File: config.mk
export PLATFORM = sky130hd
export DESIGN_NAME = vga_timing_gen
export DESIGN_NICKNAME = d
export VERILOG_FILES = /design/src/rtl/vga_timing_pkg.sv /design/src/rtl/vga_axis_counter.sv /design/src/rtl/vga_timing_gen.sv
export SDC_FILE = /design/constraint.sdc
export NUM_CORES = 1
export LEC_CHECK = 0
export ABC_AREA = 1
export ABC_CLOCK_PERIOD_IN_PS = 2140
export CAP_MARGIN = 20
export CELL_PAD_IN_SITES_DETAIL_PLACEMENT = 1
export CELL_PAD_IN_SITES_GLOBAL_PLACEMENT = 2
export CORE_AREA = 2 2 86 88
export DETAILED_ROUTE_END_ITERATION = 8
export DIE_AREA = 0 0 88 90
export PLACE_DENSITY = 0.81
export SLEW_MARGIN = 20
export SYNTH_ARGS = -nofsm -noshare
export SYNTH_HDL_FRONTEND = slang
export SYNTH_SLANG_ARGS = --single-unit
File: constraint.sdc
create_clock -name i_clk -period 2.14 [get_ports i_clk]
set_input_delay 0.321 -clock i_clk [delete_from_list [all_inputs] [get_ports i_clk]]
set_output_delay 0.321 -clock i_clk [all_outputs]
set_load 0.05 [all_outputs]
File: src/rtl/vga_timing_pkg.sv
// Shared raster timing constants for the VGA demo datapath (640x480 @ 60 Hz).
package vga_timing_pkg;

  localparam int COORD_W = 10;
  localparam int MAX_TOTAL = 1 << COORD_W;

  localparam int H_DISPLAY_DEF = 640;
  localparam int H_FRONT_DEF   = 16;
  localparam int H_SYNC_DEF    = 96;
  localparam int H_BACK_DEF    = 48;

  localparam int V_DISPLAY_DEF = 480;
  localparam int V_FRONT_DEF   = 10;
  localparam int V_SYNC_DEF    = 2;
  localparam int V_BACK_DEF    = 33;

  // Standard VGA uses negative sync pulses on both axes.
  localparam int SYNC_ACTIVE_LOW_DEF = 1;
  localparam int FRAME_W_DEF         = 8;

  // Total period of one axis, in pixels or lines.
  function automatic int calc_total(input int disp, input int front,
                                    input int sync, input int back);
    return disp + front + sync + back;
  endfunction

  function automatic int calc_h_total_def();
    return calc_total(H_DISPLAY_DEF, H_FRONT_DEF, H_SYNC_DEF, H_BACK_DEF);
  endfunction

  function automatic int calc_v_total_def();
    return calc_total(V_DISPLAY_DEF, V_FRONT_DEF, V_SYNC_DEF, V_BACK_DEF);
  endfunction

endpackage

File: src/rtl/vga_axis_counter.sv
// Modulo-N position counter for one raster axis. Exposes the wrap strobe and
// the display/sync window flags of the value the counter will hold after
// this edge, so the parent can register them aligned with the count.
module vga_axis_counter
  import vga_timing_pkg::*;
#(
  parameter int N          = 800,
  parameter int DISP_END   = 640,
  parameter int SYNC_START = 656,
  parameter int SYNC_END   = 752
) (
  input  logic               i_clk,
  input  logic               i_reset,
  input  logic               i_en,
  output logic [COORD_W-1:0] o_count,
  output logic               o_wrap,
  output logic               o_next_disp,
  output logic               o_next_sync
);

  localparam int          LAST_I       = N - 1;
  localparam logic [COORD_W-1:0] LAST  = LAST_I[COORD_W-1:0];
  localparam logic [COORD_W:0] DISP_END_W   = DISP_END[COORD_W:0];
  localparam logic [COORD_W:0] SYNC_START_W = SYNC_START[COORD_W:0];
  localparam logic [COORD_W:0] SYNC_END_W   = SYNC_END[COORD_W:0];

  logic [COORD_W-1:0] r_count;
  logic [COORD_W-1:0] w_next;
  logic               w_at_last;

  // Next count: step or wrap when enabled, otherwise hold.
  always_comb begin
    w_at_last = (r_count == LAST);
    w_next    = r_count;
    if (i_en) begin
      w_next = w_at_last ? '0 : r_count + 1'b1;
    end
  end

  // Count register; reset restarts the axis at position 0.
  always_ff @(posedge i_clk) begin
    if (i_reset) begin
      r_count <= '0;
    end else begin
      r_count <= w_next;
    end
  end

  assign o_count     = r_count;
  assign o_wrap      = i_en & w_at_last;
  assign o_next_disp = ({1'b0, w_next} < DISP_END_W);
  assign o_next_sync = ({1'b0, w_next} >= SYNC_START_W) &&
                       ({1'b0, w_next} <  SYNC_END_W);

endmodule

File: src/rtl/vga_timing_gen.sv
// Raster timing source: pixel coordinates, sync pulses, display window,
// line/frame strobes and a completed-frame counter, all stepped by i_pix_en.
module vga_timing_gen
  import vga_timing_pkg::*;
#(
  parameter int H_DISPLAY       = H_DISPLAY_DEF,
  parameter int H_FRONT         = H_FRONT_DEF,
  parameter int H_SYNC          = H_SYNC_DEF,
  parameter int H_BACK          = H_BACK_DEF,
  parameter int V_DISPLAY       = V_DISPLAY_DEF,
  parameter int V_FRONT         = V_FRONT_DEF,
  parameter int V_SYNC          = V_SYNC_DEF,
  parameter int V_BACK          = V_BACK_DEF,
  parameter int SYNC_ACTIVE_LOW = SYNC_ACTIVE_LOW_DEF,
  parameter int FRAME_W         = FRAME_W_DEF
) (
  input  logic               i_clk,
  input  logic               i_reset,
  input  logic               i_pix_en,
  output logic [COORD_W-1:0] o_x,
  output logic [COORD_W-1:0] o_y,
  output logic               o_hsync,
  output logic               o_vsync,
  output logic               o_display_on,
  output logic               o_line_tick,
  output logic               o_frame_tick,
  output logic [FRAME_W-1:0] o_frame_count
);

  localparam int H_TOTAL = calc_total(H_DISPLAY, H_FRONT, H_SYNC, H_BACK);
  localparam int V_TOTAL = calc_total(V_DISPLAY, V_FRONT, V_SYNC, V_BACK);

  // Sync level outside the pulse; XOR with the in-window flag gives the pin.
  localparam logic SYNC_IDLE = (SYNC_ACTIVE_LOW != 0);

  if (H_TOTAL > MAX_TOTAL) begin : g_bad_h_total
    $error("vga_timing_gen: H_TOTAL %0d exceeds coordinate range", H_TOTAL);
  end
  if (V_TOTAL > MAX_TOTAL) begin : g_bad_v_total
    $error("vga_timing_gen: V_TOTAL %0d exceeds coordinate range", V_TOTAL);
  end

  logic w_h_wrap;
  logic w_v_wrap;
  logic w_v_en;
  logic w_frame_wrap;
  logic w_h_next_disp;
  logic w_h_next_sync;
  logic w_v_next_disp;
  logic w_v_next_sync;

  logic               r_hsync;
  logic               r_vsync;
  logic               r_display_on;
  logic               r_line_tick;
  logic               r_frame_tick;
  logic [FRAME_W-1:0] r_frame_count;

  vga_axis_counter #(
    .N          (H_TOTAL),
    .DISP_END   (H_DISPLAY),
    .SYNC_START (H_DISPLAY + H_FRONT),
    .SYNC_END   (H_DISPLAY + H_FRONT + H_SYNC)
  ) u_h_counter (
    .i_clk       (i_clk),
    .i_reset     (i_reset),
    .i_en        (i_pix_en),
    .o_count     (o_x),
    .o_wrap      (w_h_wrap),
    .o_next_disp (w_h_next_disp),
    .o_next_sync (w_h_next_sync)
  );

  // The line counter advances only on the pixel step that ends a line.
  assign w_v_en = w_h_wrap & i_pix_en;

  vga_axis_counter #(
    .N          (V_TOTAL),
    .DISP_END   (V_DISPLAY),
    .SYNC_START (V_DISPLAY + V_FRONT),
    .SYNC_END   (V_DISPLAY + V_FRONT + V_SYNC)
  ) u_v_counter (
    .i_clk       (i_clk),
    .i_reset     (i_reset),
    .i_en        (w_v_en),
    .o_count     (o_y),
    .o_wrap      (w_v_wrap),
    .o_next_disp (w_v_next_disp),
    .o_next_sync (w_v_next_sync)
  );

  assign w_frame_wrap = w_h_wrap & w_v_wrap;

  // Registered outputs, derived from next-state flags so they line up with
  // the x/y presented in the same cycle. With i_pix_en low the next-state
  // flags equal the current ones, so these hold and the ticks drop.
  always_ff @(posedge i_clk) begin
    if (i_reset) begin
      r_hsync       <= SYNC_IDLE;
      r_vsync       <= SYNC_IDLE;
      r_display_on  <= 1'b1;
      r_line_tick   <= 1'b0;
      r_frame_tick  <= 1'b0;
      r_frame_count <= '0;
    end else begin
      r_hsync      <= w_h_next_sync ^ SYNC_IDLE;
      r_vsync      <= w_v_next_sync ^ SYNC_IDLE;
      r_display_on <= w_h_next_disp & w_v_next_disp;
      r_line_tick  <= w_h_wrap;
      r_frame_tick <= w_frame_wrap;
      if (w_frame_wrap) begin
        r_frame_count <= r_frame_count + 1'b1;
      end
    end
  end

  assign o_hsync       = r_hsync;
  assign o_vsync       = r_vsync;
  assign o_display_on  = r_display_on;
  assign o_line_tick   = r_line_tick;
  assign o_frame_tick  = r_frame_tick;
  assign o_frame_count = r_frame_count;

endmodule

==> impl_metrics.ini, run 1 <==
[clock_tree]
cts_setup_buffers = 0
htreeDepth = 2
clockRootBuffer = clkbuf_8
path_clk_slew_ns = 0.07
cts_tree = done
numCtsBuffers = 5
cts_sinks = 33
clockBufferDepth = 2
clkLatencyLatePin_ns = 0.29

[grt]
first_global_vias = 1961
grt_max_degree = 21
track_usage = 0.153
use_met2 = 0.248
met3_usage = 0.0220
grt.met1_usage = 0.209
grt_pass1_wl_um = 9560
grt_remaining_overflow = 0
busiest_layer = met2
antenna_found_initial = 0

[worst_setup_path]
worstRegToRegCells = 12
crit_start = u_h_counter.o_count[6]
max_stage_delay_ns = 0.86
critPathTopFamily = buffers and inverters
crit_type = flop to output pin
timing.rr.end = o_vsync
path_depth = 1
critPathBufInv = 1
worstPathArrival_ns = 1.61
path_cells = clkdlybuf4s50_1
crit_path_top_delay_cell = clkdlybuf4s50_1
endpoint = o_x[6]
worstPathMaxFanout = 6
start_kind = flop
r2r_slack_ns = 0.25
reg2reg_from = u_h_counter.o_count[0]
end_kind = output pin
cp_data_required_time_ns = 1.82

[finish]
multi_input_area_um2 = 1050
seqCellArea_um2 = 661
nets = 334
area_delta_synth_final_pct = 31.3
nFillCells = 904
final_cell_area_um2 = 2470
antennaDiodeCount = 0
drive_gt1_frac = 0.101

[die]
dieWidth_um = 88
initial_core_util = 0.269
io_pins = 36
die_area_um2 = 7920
die-height_um = 90
core_um2 = 7020
core.rowCount = 31

[yosys]
synth_cell_types = 31
ys_ff_latch = 33
synth.net_count = 289
yosysSeqAreaShare = 0.350
syn_area_per_cell_um2 = 6.69
yosysWarnings = 0
synth_cells = 282
syn_area_um2 = 1890

[timing]
fin_ws_ns = 0.204
period_share = 0.905
rsz0062_at_grt = no
clock.fmax_mhz = 517
finalMaxSlewViolations = 0
hold_viol_final = 0
worstMarginPinSlew_ns = 0.510
max_slew_margin = 0.659
setup_viol = 0
fin_skew_ns = 0.00476
fin_crit_ns = 1.94

[drt]
drc = 0
first_pass_iters = 4
ant_nets = 0
drt_iter0_markers = 49
route.detailed.wl_per_inst_um = 12.7
vias_per_cell = 4.35
dr_total_vias = 1858
routed_wl_um = 5440

[outcome]
status = finished, final reports clean

[placed_design]
port_buffers = 35
dp_hpwl_um = 4300
place_ws_ns = -0.0499
placed_area_um2 = 2390
gp_congestion = 0.759

[pwr]
p_leak_nw = 1.06
irDropWorstVdd_v = 0.000185
p_per_area_nw_per_um2 = 468

[run]
drv_cap = 0

[worst_hold_path]
min_path_type = flop to flop
[report_power, final]
group          internal (W)  switching, W
Combinational     0.0000197     0.0000385
Sequential         0.000617    0.00000438
Clock              0.000226      0.000253
Total              0.000863      0.000296
[what timing repair did]
item | in CTS | in global routing
setup endpoints to repair | 0 | 1
hold buffers | 0 | 0
resized for setup | 0 | 1
[flip-flops by register name (all words and copies together) (netlist names)]
register	count
u_h_counter.o_count	10
u_v_counter.o_count	10
o_frame_count	8
o_display_on	1
o_frame_tick	1
o_hsync	1
o_line_tick	1
o_vsync	1
[cell families after synthesis]
family	after synthesis	share of synthesized area
AND/OR/NAND/NOR	177	0.447
buffers and inverters	45	0.0929
flip-flops	33	0.350
AO/OA/AOI/OAI	12	0.0325
XOR/XNOR	11	0.0511
adder cells (fa/ha/maj)	4	0.0265
[area by class of cell]
cell class	instances	share of cell area
Multi-Input combinational cell	204	0.425
Timing Repair Buffer	41	0.160
Clock buffer	6	0.0293
Sequential cell	33	0.267
Inverter	42	0.0647
Tap cell	99	0.0501
Clock inverter	2	0.00404
[through the flow]
stage | TNS (ns) | hold WS (ns) | instances | util | total power, W
after floorplan | 0 | 0.476 | 282 | - | 0.000671
after global placement | -0.0185 | 0.510 | 419 | 0.340 | 0.000694
after detailed placement | -0.0771 | 0.515 | 419 | 0.340 | 0.000695
after CTS | 0 | 0.532 | 427 | 0.352 | 0.00119
after global routing | 0 | 0.564 | 427 | 0.353 | 0.00121
final | 0 | 0.524 | 427 | 0.353 | 0.00116
[cell usage in the layout (no fill, tap or decap), types with 2 or more instances in the layout]
| cell type | instances |
|---|---|
| buf_4 | 6 |
| nor2_2 | 2 |
| nor3_1 | 6 |
| nand3_1 | 15 |
| nand3_2 | 2 |
| nor2_4 | 2 |
| inv_2 | 2 |
| clkbuf_8 | 5 |
| dfxtp_1 | 33 |
| ha_1 | 3 |
| xor2_1 | 7 |
| xnor2_1 | 4 |
| clkinv_2 | 2 |
| nand2_1 | 71 |
| o21ai_0 | 5 |
| inv_1 | 39 |
| nand4_1 | 11 |
| a21oi_1 | 5 |
| nor2_1 | 56 |
| nand2_2 | 3 |
| clkdlybuf4s50_1 | 35 |
[layer usage]
layer | vias to the layer above | wire (um)
met5 | - | 0
met4 | 0 | 77
met3 | 6 | 88
met2 | 21 | 2540
met1 | 860 | 2740
li1 | 971 | -
[cells in the mapped netlist]
library cell  instances  area share
a21oi_1               5       0.013
a31oi_1               1      0.0033
and2_1                1      0.0033
buf_4                 1      0.0040
clkbuf_1              2      0.0040
dfxtp_1              33        0.35
ha_1                  4       0.027
inv_1                39       0.078
inv_2                 2      0.0040
inv_4                 1      0.0033
nand2_1              71        0.14
nand2_2               3       0.010
nand2_4               1      0.0060
nand3_1              15       0.040
nand3_2               2       0.011
nand3_4               1      0.0093
nand4_1              11       0.036
nand4_2               1      0.0066
nand4_4               1       0.011
nor2_1               56        0.11
nor2_2                2      0.0066
nor2_4                2       0.012
nor2_8                1       0.011
nor3_1                6       0.016
nor3b_1               1      0.0040
nor3b_2               1      0.0066
o21ai_0               5       0.013
o21ai_1               1      0.0027
or2_4                 1      0.0046
xnor2_1               4       0.019
xor2_1                7       0.033
[how the worst min path moves through the flow]
| stage | start | endpoint | cells after the start |
|---|---|---|---|
| finish | o_frame_count[7] | o_frame_count[7] | 2 |
| global route | o_frame_count[7] | o_frame_count[7] | 2 |
| floorplan | i_reset | o_display_on | 2 |
| detailed placement | o_frame_count[0] | o_frame_count[0] | 2 |
| CTS | o_frame_count[0] | o_frame_count[0] | 2 |
| global placement | o_frame_count[0] | o_frame_count[0] | 2 |
Note: power is estimated with default switching activity, not from simulation.
==> run 2: changes to the inputs <==
--- a/config.mk
+++ b/config.mk
@@ -14,6 +14,7 @@
 export DETAILED_ROUTE_END_ITERATION = 8
 export DIE_AREA = 0 0 88 90
 export PLACE_DENSITY = 0.81
+export REMOVE_ABC_BUFFERS = 1
 export SLEW_MARGIN = 20
 export SYNTH_ARGS = -nofsm -noshare
 export SYNTH_HDL_FRONTEND = slang
==> run 2 against run 1 <==
Wire length down 1.6%. Die area unchanged. Sequential share of layout area down 0.33 points. Non-clock buffer count up 4. Critical endpoint is now o_x[7]. Largest power group unchanged.
==> impl_metrics.ini, run 2 (synthesized netlist as in run 1, its figures left out) <==
[outcome]
status = finished, final reports clean

[worst_setup_path]
path_cells = clkdlybuf4s50_1
max_stage_delay_ns = 0.86
critPathTopFamily = buffers and inverters
crit_path_top_delay_cell = clkdlybuf4s50_1
end_kind = output pin
worstPathMaxFanout = 7
start_kind = flop
crit_type = flop to output pin
worstPathArrival_ns = 1.63
critPathBufInv = 1
cp_data_required_time_ns = 1.82

[pwr]
power.share.sequential = 0.535
p_leak_nw = 1.08
p_switching_w = 0.000269
irDropWorstVdd_v = 0.000208
p_clk_frac = 0.415
p_sw_frac = 0.232
internal_power_w = 0.000893
p_per_area_nw_per_um2 = 464
comb_power_share = 0.050

[clock_tree]
clockRootBuffer = clkbuf_8
clkLatencyLatePin_ns = 0.28
clockBufferDepth = 2
path_clk_slew_ns = 0.07
cts_setup_buffers = 0
numCtsBuffers = 5
cts_sinks = 33
post_cts_resized = 0
htreeDepth = 2
holdBufCountCts = 0
cts_tree = done

[timing]
setup_viol = 0
fin_crit_ns = 1.95
finalMaxSlewViolations = 0
period_share = 0.911
worstMarginPinSlew_ns = 0.505
tns_ns = 0
rsz0062_at_grt = no
max_slew_margin = 0.662
hold_viol_final = 0
fin_skew_ns = 0.00301
clock.fmax_mhz = 513

[die]
die_area_um2 = 7920
core.rowCount = 31
core_um2 = 7020
initial_core_util = 0.269
die-height_um = 90
io_pins = 36
dieWidth_um = 88

[finish]
nets = 338
antennaDiodeCount = 0
final_common_cell = nand2_1
drive_gt1_frac = 0.106
most-common-layout-cells = 71 x nand2_1, 56 x nor2_1, 39 x inv_1
area_delta_synth_final_pct = 32.9
final_cells = 430
final_cell_area_um2 = 2510
nFillCells = 904

[grt]
track_usage = 0.149
first_global_vias = 1988
grt_remaining_overflow = 0
grt_max_degree = 21
grt_pass1_wl_um = 9310
antenna_found_initial = 0

[drt]
vias_per_cell = 4.33
dr_total_vias = 1864
routed_wl_um = 5360
drc = 0
drt_iter0_markers = 42
route.detailed.wl_per_inst_um = 12.5
first_pass_iters = 4
ant_nets = 0

[placed_design]
gp_congestion = 0.789
port_buffers = 35
placed_area_um2 = 2420
dp_hpwl_um = 4270
dp_cells = 423

[worst_hold_path]
min_path_type = flop to flop

[run]
drv_cap = 0
run 2: cell count changes in the layout (fill, tap and decap cells not counted), sizes merged:
cell / previous run / this run
buf: 6 / 10
clkbuf: 6 / 7
clkinv: 2 / 0
run 2: routing by layer:
layer | vias to the layer above | wire length [um] | global-route usage
met5 | - | 0 | 0
met4 | 0 | 113 | 0.0654
met3 | 8 | 83 | 0.0275
met2 | 24 | 2560 | 0.239
met1 | 856 | 2600 | 0.191
li1 | 976 | - | -
run 2: through the flow:
step                setup WS (ns)  total power [W]  hold slack (ns)   util
floorplan                   0.135         0.000663            0.390      -
global placement            0.128         0.000695            0.500  0.345
detailed placement         0.0574         0.000695            0.523  0.345
CTS                         0.185          0.00118            0.533  0.357
global route               0.0662          0.00122            0.577  0.357
finish                      0.191          0.00116            0.523  0.357
run 2: worst paths after layout:
kind                                        startpoint          endpoint  slack (ns)  cells after the start
worst max-delay path            u_h_counter.o_count[7]            o_x[7]        0.19                      1
worst min-delay path                  o_frame_count[7]  o_frame_count[7]        0.52                      2
worst max register to register  u_h_counter.o_count[1]           o_vsync        0.30                     10
worst min register to register        o_frame_count[7]  o_frame_count[7]        0.52                      2
run 2: power groups by stage:
stage | clock, W | sequential, W | combinational (W)
global placement | 0 | 0.000636 | 0.0000585
floorplan | 0 | 0.000648 | 0.0000151
finish | 0.000483 | 0.000622 | 0.0000578
CTS | 0.000501 | 0.000622 | 0.0000587
detailed placement | 0 | 0.000636 | 0.0000588
global route | 0.000531 | 0.000622 | 0.0000638
run 2: area by class of cell:
cell class | count | area, um^2 | area share
tap | 99 | 124 | 0.0494
multi-input combinational | 204 | 1050 | 0.419
clock buffer | 7 | 86.3 | 0.0344
timing repair buffer | 45 | 425 | 0.170
inverter | 42 | 160 | 0.0639
sequential | 33 | 661 | 0.264
